$ cat config.mk
export PLATFORM = sky130hd
export DESIGN_NAME = multichannel_gain_stage
export DESIGN_NICKNAME = d
export VERILOG_FILES = /design/src/rtl/gain_stage_pkg.sv /design/src/rtl/gain_slew_limiter.sv /design/src/rtl/multichannel_gain_stage.sv
export SDC_FILE = /design/constraint.sdc
export NUM_CORES = 1
export LEC_CHECK = 0
export CELL_PAD_IN_SITES_DETAIL_PLACEMENT = 1
export CELL_PAD_IN_SITES_GLOBAL_PLACEMENT = 1
export CORE_ASPECT_RATIO = 1.4
export CORE_UTILIZATION = 46
export DETAILED_ROUTE_END_ITERATION = 7
export PLACE_DENSITY_LB_ADDON = 0.1
export SYNTH_ARGS = -nofsm -noshare
export SYNTH_HDL_FRONTEND = slang
export SYNTH_SLANG_ARGS = --single-unit
$ cat constraint.sdc
create_clock -name clk_i -period 6.7 [get_ports clk_i]
set_clock_uncertainty 0.05 [all_clocks]
set_input_delay 1.34 -clock clk_i [delete_from_list [all_inputs] [get_ports clk_i]]
set_output_delay 1.34 -clock clk_i [all_outputs]
set_load 0.1 [all_outputs]
$ cat src/rtl/gain_stage_pkg.sv
// gain_stage_pkg
//   Shared definitions for the multichannel gain stage:
//   - state_e    : frame sequencer states
//   - shift_amt  : right-shift applied to the sample*gain product
//   - saturate   : clamp a wide signed value into a w-bit signed range
//   - overflows  : flag telling whether saturate() had to clamp
package gain_stage_pkg;

  typedef enum logic [1:0] {
    IDLE = 2'd0,
    MUL  = 2'd1,
    LAST = 2'd2,
    DONE = 2'd3
  } state_e;

  // Width of the generic saturation datapath; any product that fits in
  // 64 bits can be clamped by the helpers below.
  localparam int unsigned SAT_W = 64;

  // A gain word with MULT_W-1 fraction bits and OFFSET headroom bits maps
  // unity onto 2^(MULT_W-1-OFFSET).
  function automatic int shift_amt(input int mult_w, input int offset);
    return mult_w - 1 - offset;
  endfunction

  function automatic logic signed [SAT_W-1:0] saturate(
    input logic signed [SAT_W-1:0] v,
    input int                      w
  );
    logic signed [SAT_W-1:0] hi;
    logic signed [SAT_W-1:0] lo;
    hi = (64'sd1 <<< (w - 1)) - 64'sd1;
    lo = -(64'sd1 <<< (w - 1));
    if (v > hi)      return hi;
    else if (v < lo) return lo;
    else             return v;
  endfunction

  function automatic logic overflows(
    input logic signed [SAT_W-1:0] v,
    input int                      w
  );
    logic signed [SAT_W-1:0] hi;
    logic signed [SAT_W-1:0] lo;
    hi = (64'sd1 <<< (w - 1)) - 64'sd1;
    lo = -(64'sd1 <<< (w - 1));
    return (v > hi) || (v < lo);
  endfunction

endpackage

$ cat src/rtl/gain_slew_limiter.sv
// gain_slew_limiter
//   Holds the applied gain and moves it toward a target by at most
//   RAMP_STEP per update strobe (RAMP_STEP = 0: jump straight to target).
//   Ports:
//     clk_i, rst_n_i : clock, asynchronous active-low reset (gain -> 0)
//     target_i       : signed target gain
//     update_i       : one-cycle strobe, advance the gain toward target_i
//     cur_gain_o     : signed gain currently applied
module gain_slew_limiter #(
  parameter int MULT_W    = 9,
  parameter int RAMP_STEP = 8
) (
  input  logic              clk_i,
  input  logic              rst_n_i,
  input  logic [MULT_W-1:0] target_i,
  input  logic              update_i,
  output logic [MULT_W-1:0] cur_gain_o
);

  // Step at MULT_W+1 bits for the distance compare, at MULT_W bits for the
  // update itself (the result never overshoots the target, so it fits).
  localparam logic signed [MULT_W:0] STEP_W = RAMP_STEP[MULT_W:0];
  localparam logic [MULT_W-1:0]      STEP_N = RAMP_STEP[MULT_W-1:0];

  logic [MULT_W-1:0]      cur_gain_q, cur_gain_d;
  logic signed [MULT_W:0] target_ext;
  logic signed [MULT_W:0] cur_ext;
  logic signed [MULT_W:0] diff;

  // NOTE: every variable gets a default at the top of always_comb so no
  // path leaves it unassigned, which would otherwise infer a latch.
  always_comb begin
    target_ext = {target_i[MULT_W-1], target_i};
    cur_ext    = {cur_gain_q[MULT_W-1], cur_gain_q};
    diff       = target_ext - cur_ext;
    cur_gain_d = cur_gain_q;
    if (update_i) begin
      cur_gain_d = target_i;
      if (RAMP_STEP != 0) begin
        if (diff > STEP_W)       cur_gain_d = cur_gain_q + STEP_N;
        else if (diff < -STEP_W) cur_gain_d = cur_gain_q - STEP_N;
      end
    end
  end

  // NOTE: registers use non-blocking assignments so all flops sample the
  // pre-edge values regardless of statement order.
  always_ff @(posedge clk_i or negedge rst_n_i) begin
    if (!rst_n_i) cur_gain_q <= '0;
    else          cur_gain_q <= cur_gain_d;
  end

  assign cur_gain_o = cur_gain_q;

endmodule

$ cat src/rtl/multichannel_gain_stage.sv
// multichannel_gain_stage
//   Applies one slew-limited signed gain to CHANNELS packed samples per frame
//   through a single shared multiplier, with saturating output.
//   Ports:
//     clk_i, rst_n_i : clock, asynchronous active-low reset
//     data_i         : packed input samples, channel 0 in the LSBs
//     valid_i        : frame valid; accepted when ready_o is also high
//     ready_o        : stage can accept a frame (IDLE or DONE)
//     gain_i         : signed target gain, sampled on accept
//     data_o         : packed output samples, coherent while valid_o is high
//     valid_o        : one-cycle pulse when the whole frame has been written
//     sat_o          : some lane of the current frame saturated
//     cur_gain_o     : gain applied to the last accepted frame
module multichannel_gain_stage
  import gain_stage_pkg::*;
#(
  parameter int CHANNELS  = 2,
  parameter int DWIDTH    = 16,
  parameter int MULT_W    = 9,
  parameter int OFFSET    = 1,
  parameter int RAMP_STEP = 8
) (
  input  logic                       clk_i,
  input  logic                       rst_n_i,
  input  logic [CHANNELS*DWIDTH-1:0] data_i,
  input  logic                       valid_i,
  output logic                       ready_o,
  input  logic [MULT_W-1:0]          gain_i,
  output logic [CHANNELS*DWIDTH-1:0] data_o,
  output logic                       valid_o,
  output logic                       sat_o,
  output logic [MULT_W-1:0]          cur_gain_o
);

  localparam int SHIFT  = shift_amt(MULT_W, OFFSET);
  localparam int PROD_W = DWIDTH + MULT_W;
  localparam int CH_W   = (CHANNELS > 1) ? $clog2(CHANNELS) : 1;
  localparam logic [CH_W-1:0] LAST_CH = CH_W'(CHANNELS - 1);

  state_e                    state_q, state_d;
  logic [CH_W-1:0]           ch_q, ch_d;
  logic [DWIDTH-1:0]         in_q [CHANNELS];
  logic [DWIDTH-1:0]         in_d [CHANNELS];
  logic signed [PROD_W-1:0]  prod_q, prod_d;
  logic [CH_W-1:0]           prod_ch_q, prod_ch_d;
  logic                      prod_vld_q, prod_vld_d;
  logic [DWIDTH-1:0]         out_q [CHANNELS];
  logic [DWIDTH-1:0]         out_d [CHANNELS];
  logic                      sat_q, sat_d;

  logic                      accept;
  logic [MULT_W-1:0]         cur_gain;
  logic signed [DWIDTH-1:0]  mul_a;
  logic signed [MULT_W-1:0]  mul_b;
  logic signed [PROD_W-1:0]  prod_shifted;
  logic signed [SAT_W-1:0]   wide;
  logic [DWIDTH-1:0]         clipped;

  assign ready_o = (state_q == IDLE) || (state_q == DONE);
  assign valid_o = (state_q == DONE);
  assign accept  = valid_i && ready_o;

  // The new gain is registered on the accept edge, so the MUL cycles of the
  // same frame already multiply by it.
  gain_slew_limiter #(
    .MULT_W    (MULT_W),
    .RAMP_STEP (RAMP_STEP)
  ) u_slew (
    .clk_i      (clk_i),
    .rst_n_i    (rst_n_i),
    .target_i   (gain_i),
    .update_i   (accept),
    .cur_gain_o (cur_gain)
  );

  always_comb begin
    state_d      = state_q;
    ch_d         = ch_q;
    in_d         = in_q;
    prod_d       = prod_q;
    prod_ch_d    = prod_ch_q;
    prod_vld_d   = 1'b0;
    out_d        = out_q;
    sat_d        = sat_q;

    mul_a        = $signed(in_q[ch_q]);
    mul_b        = $signed(cur_gain);
    prod_shifted = prod_q >>> SHIFT;
    wide         = SAT_W'(prod_shifted);
    clipped      = DWIDTH'(saturate(wide, DWIDTH));

    // Retire the product registered last cycle into its output lane.
    if (prod_vld_q) begin
      out_d[prod_ch_q] = clipped;
      sat_d            = sat_q | overflows(wide, DWIDTH);
    end

    case (state_q)
      IDLE, DONE: begin
        if (accept) begin
          for (int i = 0; i < CHANNELS; i++) begin
            in_d[i] = data_i[i*DWIDTH +: DWIDTH];
          end
          ch_d    = '0;
          sat_d   = 1'b0;
          state_d = MUL;
        end else begin
          state_d = IDLE;
        end
      end
      MUL: begin
        prod_d     = PROD_W'(mul_a) * PROD_W'(mul_b);
        prod_ch_d  = ch_q;
        prod_vld_d = 1'b1;
        if (ch_q == LAST_CH) state_d = LAST;
        else                 ch_d    = ch_q + CH_W'(1);
      end
      LAST:    state_d = DONE;
      default: state_d = IDLE;
    endcase
  end

  // NOTE: the sample arrays are reset along with the control state so a
  // mid-frame reset leaves data_o at zero rather than at stale contents.
  always_ff @(posedge clk_i or negedge rst_n_i) begin
    if (!rst_n_i) begin
      state_q    <= IDLE;
      ch_q       <= '0;
      prod_q     <= '0;
      prod_ch_q  <= '0;
      prod_vld_q <= 1'b0;
      sat_q      <= 1'b0;
      for (int i = 0; i < CHANNELS; i++) begin
        in_q[i]  <= '0;
        out_q[i] <= '0;
      end
    end else begin
      state_q    <= state_d;
      ch_q       <= ch_d;
      prod_q     <= prod_d;
      prod_ch_q  <= prod_ch_d;
      prod_vld_q <= prod_vld_d;
      sat_q      <= sat_d;
      in_q       <= in_d;
      out_q      <= out_d;
    end
  end

  always_comb begin
    for (int i = 0; i < CHANNELS; i++) begin
      data_o[i*DWIDTH +: DWIDTH] = out_q[i];
    end
  end

  assign sat_o      = sat_q;
  assign cur_gain_o = cur_gain;

endmodule

==> results of run 1 <==
## state kept, by name (all words and copies together) (netlist names)
register,flops
state_q,2
prod_vld_q,1
u_slew.cur_gain_o,9
ch_q,1
sat_o,1
data_o,32
in_q,32
prod_ch_q,1
prod_q,18
## kinds of logic after synthesis
group	Yosys count	synth area share [%]
flip-flops	97	26.6
XOR/XNOR	30	2.88
AO/OA/AOI/OAI	130	9.04
buffers and inverters	143	5.91
multiplexers	46	5.48
AND/OR/NAND/NOR	346	15.7
adder cells (fa/ha/maj)	180	34.5
## worst paths after layout
check	to	depth (start not counted)
max in group asynchronous	in_q[22]$_DFFE_PN0P_	2
max	prod_q[22]$_DFFE_PN0P_	18
min in group asynchronous	data_o[30]$_DFFE_PN0P_	1
min reg2reg	data_o[4]$_DFFE_PN0P_	2
min	data_o[4]$_DFFE_PN0P_	2
max reg2reg	prod_q[22]$_DFFE_PN0P_	18
## cell type report
class | instances | area [sq um]
repair buffers | 98 | 951
clock inverters | 6 | 90.1
clock buffers | 10 | 229
inverters | 104 | 390
multi-input cells | 732 | 6160
flip-flops and latches | 97 | 2430
fillers | 2196 | 8810
well taps | 248 | 310
## per-layer routing
metal | up-vias | GRT usage (%)
li1 | 3249 | -
met1 | 3494 | 30.7
met2 | 137 | 44.1
met3 | 21 | 2.22
met4 | 0 | 6.98
met5 | - | 0
## cells in the final DEF, fill, tap and decap left out, types with 3 or more instances in the layout
cell type,n
nand2_1,205
mux2_2,30
clkbuf_16,9
a21oi_1,19
nor3b_1,3
nor3_1,8
ha_1,61
fa_1,119
xnor2_1,21
xor2_1,9
o2bb2ai_1,4
nor2_1,89
and2_1,7
dfrtp_1,97
o211ai_1,4
nand2b_1,8
nor2b_1,5
or2_2,3
nand3_1,7
o21a_1,3
buf_4,12
o21ai_0,59
mux2i_1,14
inv_1,102
a21o_1,9
nand4_1,3
a31oi_1,4
o22ai_1,3
clkdlybuf4s50_1,86
o21ai_1,3
## through the flow
stage               setup WS, ns  util, %  hold slack, ns  instance area [sq um]
floorplan                  0.722        -           0.390                   9130
global placement           0.708     52.9           0.407                  10200
detailed placement         0.482     52.9           0.410                  10200
CTS                        0.467     54.5           0.431                  10600
global route               0.131     54.5           0.455                  10600
finish                     0.478     54.5           0.427                  10600
## critical path: cells and delay by family, from the launching register on
family                   cells  cell delay [ns]
AND/OR/NAND/NOR              1             0.18
AO/OA/AOI/OAI                6             1.24
XOR/XNOR                     1             0.08
flip-flops                   1             0.84
adder cells (fa/ha/maj)      6             2.66
multiplexers                 2             0.66
buffers and inverters        2             0.38
==> metrics.yaml, run 1 <==
run_status:
  outcome: "complete, no violations"
synth:
  synthTopCellsByArea: "dfrtp_1 27%, fa_1 26%, nand2_1 8.4%, ha_1 8.4%, inv_1 4.2%"
  synth_edf_count: 0
  synth_seq_area_share_pct: 26.6
  syn_avg_cell_area_sq_um: 9.39
  synth_most_common_cell: "nand2_1"
  synth-seq-cells: 97
  syn_area_sq_um: 9130
  synthFlopType: "dfrtp_1"
  yosys-top-cells-count: "205 x nand2_1, 119 x fa_1, 102 x inv_1"
  yosysTopAreaCell: "dfrtp_1"
  syn-num-nets: 1196
  synth_cell_types: 59
  synth_top_area_share_pct: 26.6
  synthCells: 972
  yosysWarnings: 0
  synthArstFlopShare_pct: 100
die:
  ios: 88
  die_h_um: 169
  coreArea_sq_um: 19400
  initial_utilization_pct: 47.1
  die_area_sq_um: 20400
  die_x_um: 121
  rows: 60
worst_hold_path:
  worstHoldStart: "data_o[4]$_DFFE_PN0P_"
  hold_path_class: "reg -> reg"
setup_path:
  arrival_ns: 6.42
  critPathCaptureType: "flop"
  crit_chain: "buf_4 > mux2_2 > nand2_1 > inv_1 > fa_1 > fa_1 > fa_1 > fa_1 > ha_1 > ha_1 > a21o_1 > a21o_1 > a21oi_1 > a2bb2oi_1 > o311ai_2 > a21oi_1 > xnor2_1 > mux2_2"
  cp-startpoint: "ch_q$_DFFE_PN0P_"
  crit_top_cell: "fa_1"
  slowest_stage: "dfrtp_1"
  rr_startpoint: "ch_q$_DFFE_PN0P_"
  cpPeakStageDelay_ns: 0.84
  required_ns: 6.90
  worst-r2r-setup-slack_ns: 0.48
  cp_max_fo: 18
  critPathKind: "reg -> reg"
  crit_path_start_kind: "flop"
placement:
  dp_cells: 1279
  dp_hpwl_um: 18500
  io_buffer_count: 87
  gp_congestion: 0.838
detailed_routing:
  drt_iter0_markers: 305
  viasPerCell: 5.33
  wl_per_cell_um: 17.5
  top_layer: "met4"
  route.met3.wl_um: 724
  dr.pass1.iters: 4
  drt-met1-wl_um: 9760
  ant_nets: 0
  wirelength_um: 22700
  wl_met2_um: 11800
  drt_drc_violations_left: 0
  num_vias: 6901
sta:
  fmax_mhz: 161
  maxSlewHeadroom_pct: 25.3
  finalSetupViolCount: 0
  period_needed_ns: 6.22
  setup_tns_ns: 0
  rsz0062_at_grt: "no"
  worst_pin_slew_ns: 1.12
  maxSlewViolCount: 0
  finalHoldViolCount: 0
  timing.final.crit_share_pct: 92.9
clocking:
  cts_made_buffers: 9
  clock_path_buffers: 2
  clk_pin_slew_ns: 0.08
  cts.sinks: 97
  clock_latency_ns: 0.36
  hold_buffers: 0
  tritoncts: "yes"
  post-cts-setup-buffers: 0
  ctsResizeCount: 0
  root_buffer: "clkbuf_16"
  h-tree-depth: 3
global_route:
  grt_max_degree: 57
  grt_usage_pct: 24.4
  antenna_found_initial: 0
  grt_pass1_wl_um: 38800
  first_global_vias: 7719
  grt_overflow: 0
final_layout:
  nets: 1266
  finalNonFillerCells: 1295
  antennaDiodeCount: 0
  drive_gt1_share_pct: 6.59
  area_growth_pct: 15.7
job:
  maxCapViolations: 0
Power of run 1 is not shown: default switching activity piles up to over one toggle a cycle in this logic, so the estimate is an artifact.
==> run 2, diff against run 1 <==
- CORE_MARGIN: not set -> 2
- CORE_UTILIZATION: 46 -> 47
- SYNTH_HIERARCHICAL: not set -> 1
==> run 2 against run 1 <==
Against the previous run:
- flip-flop and latch count unchanged
- synthesized area rose by 4.9%
- highest routed layer unchanged
- sequential share of layout area fell by 0.94 points
- register-to-register slack better by 0.36 ns
- die area increased by 5.6%
- clock-buffer cell count fell by 1
- worst setup slack better by 0.36 ns
- critical endpoint is now prod_q[24]$_DFFE_PN0P_
- critical path depth grew 1
==> metrics.yaml, run 2 <==
setup_path:
  rr_worst_depth: 19  # +1
  worst-r2r-setup-slack_ns: 0.84  # +0.36 ns
  rr_startpoint: "ch_q$_DFFE_PN0P_"
  cp_max_fo: 9  # -9
  crit_path_start_kind: "flop"
  r2r-end: "prod_q[24]$_DFFE_PN0P_"
  critPathCaptureType: "flop"
  arrival_ns: 6.06  # -0.36 ns
  required_ns: 6.90  # about the same
  critPathKind: "reg -> reg"
synth:
  synthArstFlopShare_pct: 100  # unchanged
  synth_most_common_cell: "fa_1"
  synthFlopType: "dfrtp_1"
  synth_cell_types: 73  # +24%
  syn_avg_cell_area_sq_um: 10.2  # +8.2%
  syn-num-nets: 1167  # -2.4%
  yosysWarnings: 6  # +6
  yosys-top-cells-count: "119 x fa_1, 115 x inv_1, 110 x nand2_1"
  synth_edf_count: 0  # unchanged
  synthTopCellsByArea: "dfrtp_1 25%, fa_1 25%, mux2_2 8.1%, ha_1 8.0%, inv_1 4.5%"
  synthCells: 943  # -3.0%
  synth_seq_area_share_pct: 25.3  # -1.3 points
  synth-seq-cells: 97  # unchanged
  yosysTopAreaCell: "dfrtp_1"
  synth_top_area_share_pct: 25.3  # -1.3 points
  syn_area_sq_um: 9580  # +4.9%
sta:
  maxSlewHeadroom_pct: 32.1  # +6.8 points
  fmax_mhz: 171  # +6.1%
  fin_ws_ns: 0.837  # +0.359 ns
  worst_pin_slew_ns: 1.02  # -0.0997 ns
  maxSlewViolCount: 0  # unchanged
  rsz0062_at_grt: "no"
  setup_tns_ns: 0  # unchanged
  timing.final.crit_share_pct: 87.5  # -5.4 points
  finalHoldViolCount: 0  # unchanged
  period_needed_ns: 5.86  # -0.359 ns
  finalSetupViolCount: 0  # unchanged
detailed_routing:
  ant_nets: 0  # unchanged
  wirelength_um: 24600  # +8.6%
  drt_drc_violations_left: 0  # unchanged
  dr.pass1.iters: 4  # unchanged
  wl_per_cell_um: 19.3  # +10%
  viasPerCell: 5.54  # +4.0%
  drt_iter0_markers: 229  # -25%
  num_vias: 7080  # +2.6%
final_layout:
  multiInputGateArea_sq_um: 6600  # +7.0%
  regArea_sq_um: 2430  # unchanged
  nFillCells: 2230  # +1.5%
  drive_gt1_share_pct: 12.4  # +5.8 points
  final_common_cell: "fa_1"
  post-route-util_pct: 55.3  # +0.74 points
  mostFrequentLayoutCells: "119 x fa_1, 115 x inv_1, 110 x nand2_1"
  nets: 1244  # -1.7%
  antennaDiodeCount: 0  # unchanged
  final_area_sq_um: 11000  # +4.2%
  area_growth_pct: 14.9
die:
  coreArea_sq_um: 19900  # +2.8%
  die_h_um: 173  # +2.5%
  rows: 61  # +1.7%
  initial_utilization_pct: 48.1  # +0.96 points
  ios: 88  # unchanged
  die_area_sq_um: 21600  # +5.6%
  die_x_um: 125  # +3.0%
placement:
  gp_congestion: 0.839  # +0.17%
  dp_hpwl_um: 19500  # +5.7%
  io_buffer_count: 87  # unchanged
  place_area_sq_um: 10700  # +4.6%
  pre_cts_slack_ns: 0.816  # +0.335 ns
clocking:
  clock_path_buffers: 2  # unchanged
  h-tree-depth: 3  # unchanged
  tritoncts: "yes"
  clock_latency_ns: 0.36  # about the same
  clk_pin_slew_ns: 0.08  # about the same
  hold_buffers: 0  # unchanged
  cts_made_buffers: 9  # unchanged
  root_buffer: "clkbuf_16"
  cts.sinks: 97  # unchanged
  ctsResizeCount: 0  # unchanged
  post-cts-setup-buffers: 0  # unchanged
global_route:
  first_global_vias: 7985  # +3.4%
  grt_overflow: 0  # unchanged
  grt_pass1_wl_um: 41200  # +6.2%
  antenna_found_initial: 0  # unchanged
  grt_usage_pct: 23.9  # -0.43 points
  grt_max_degree: 74  # +30%
worst_hold_path:
  min_path_cells: 2  # unchanged
  worstHoldEndpoint: "data_o[3]$_DFFE_PN0P_"
  hold_path_class: "reg -> reg"
  worstHoldStart: "data_o[3]$_DFFE_PN0P_"
job:
  maxCapViolations: 0  # unchanged
run_status:
  outcome: "complete, no violations"
run 2: cells by family (layout without fill, tap and decap cells):
group	after synthesis	count (layout)	share of synthesized area (%)
simple gates	267	267	14.2
fa+ha+maj	180	180	32.8
compound gates	153	153	10.7
buf+inv	146	228	5.84
flops	97	97	25.3
mux	71	71	8.32
xor+xnor	29	29	2.73
run 2: routing by layer:
layer / track usage (%) / wire (um) / vias up
li1: - / - / 3274
met1: 28.0 / 9740 / 3624
met2: 44.5 / 13300 / 138
met3: 3.19 / 818 / 44
met4: 8.57 / 771 / 0
met5: 0 / 0 / -
run 2: final cells by class:
type	count	share of cell area (%)
Clock inverter	7	0.636
Inverter	115	3.92
Sequential cell	97	22.0
Timing Repair Buffer	97	8.57
Clock buffer	9	2.05
Multi-Input combinational cell	700	59.9
Tap cell	252	2.86
run 2: per-stage QoR:
| step | hold WS (ns) | instances |
|---|---|---|
| floorplan | 0.417 | 943 |
| global placement | 0.412 | 1261 |
| detailed placement | 0.421 | 1261 |
| CTS | 0.439 | 1277 |
| global route | 0.472 | 1277 |
| finish | 0.432 | 1277 |
run 2: worst max-delay path: stages (launching register included):
cell      delay (ns)
dfrtp_1         0.36
mux2_2          0.44
and2_1          0.24
fa_1            0.67
inv_1           0.14
fa_1            0.61
inv_1           0.11
fa_1            0.54
inv_1           0.06
fa_1            0.53
inv_1           0.04
ha_1            0.29
ha_1            0.37
a21oi_1         0.32
nor2_1          0.09
a21oi_1         0.15
o31ai_1         0.12
a311oi_2        0.26
xnor2_1         0.09
mux2_2          0.26
run 2: how the worst max path moves through the flow:
stage | from | endpoint | slack [ns] | cells past startpoint
after floorplan | ch_q$_DFFE_PN0P_ | prod_q[23]$_DFFE_PN0P_ | 0.85 | 18
after global placement | ch_q$_DFFE_PN0P_ | prod_q[24]$_DFFE_PN0P_ | 1.02 | 19
after detailed placement | ch_q$_DFFE_PN0P_ | prod_q[24]$_DFFE_PN0P_ | 0.82 | 19
after CTS | ch_q$_DFFE_PN0P_ | prod_q[24]$_DFFE_PN0P_ | 0.79 | 19
after global routing | ch_q$_DFFE_PN0P_ | prod_q[24]$_DFFE_PN0P_ | 0.55 | 19
final | ch_q$_DFFE_PN0P_ | prod_q[24]$_DFFE_PN0P_ | 0.84 | 19
Power of run 2 is left out for the same reason.
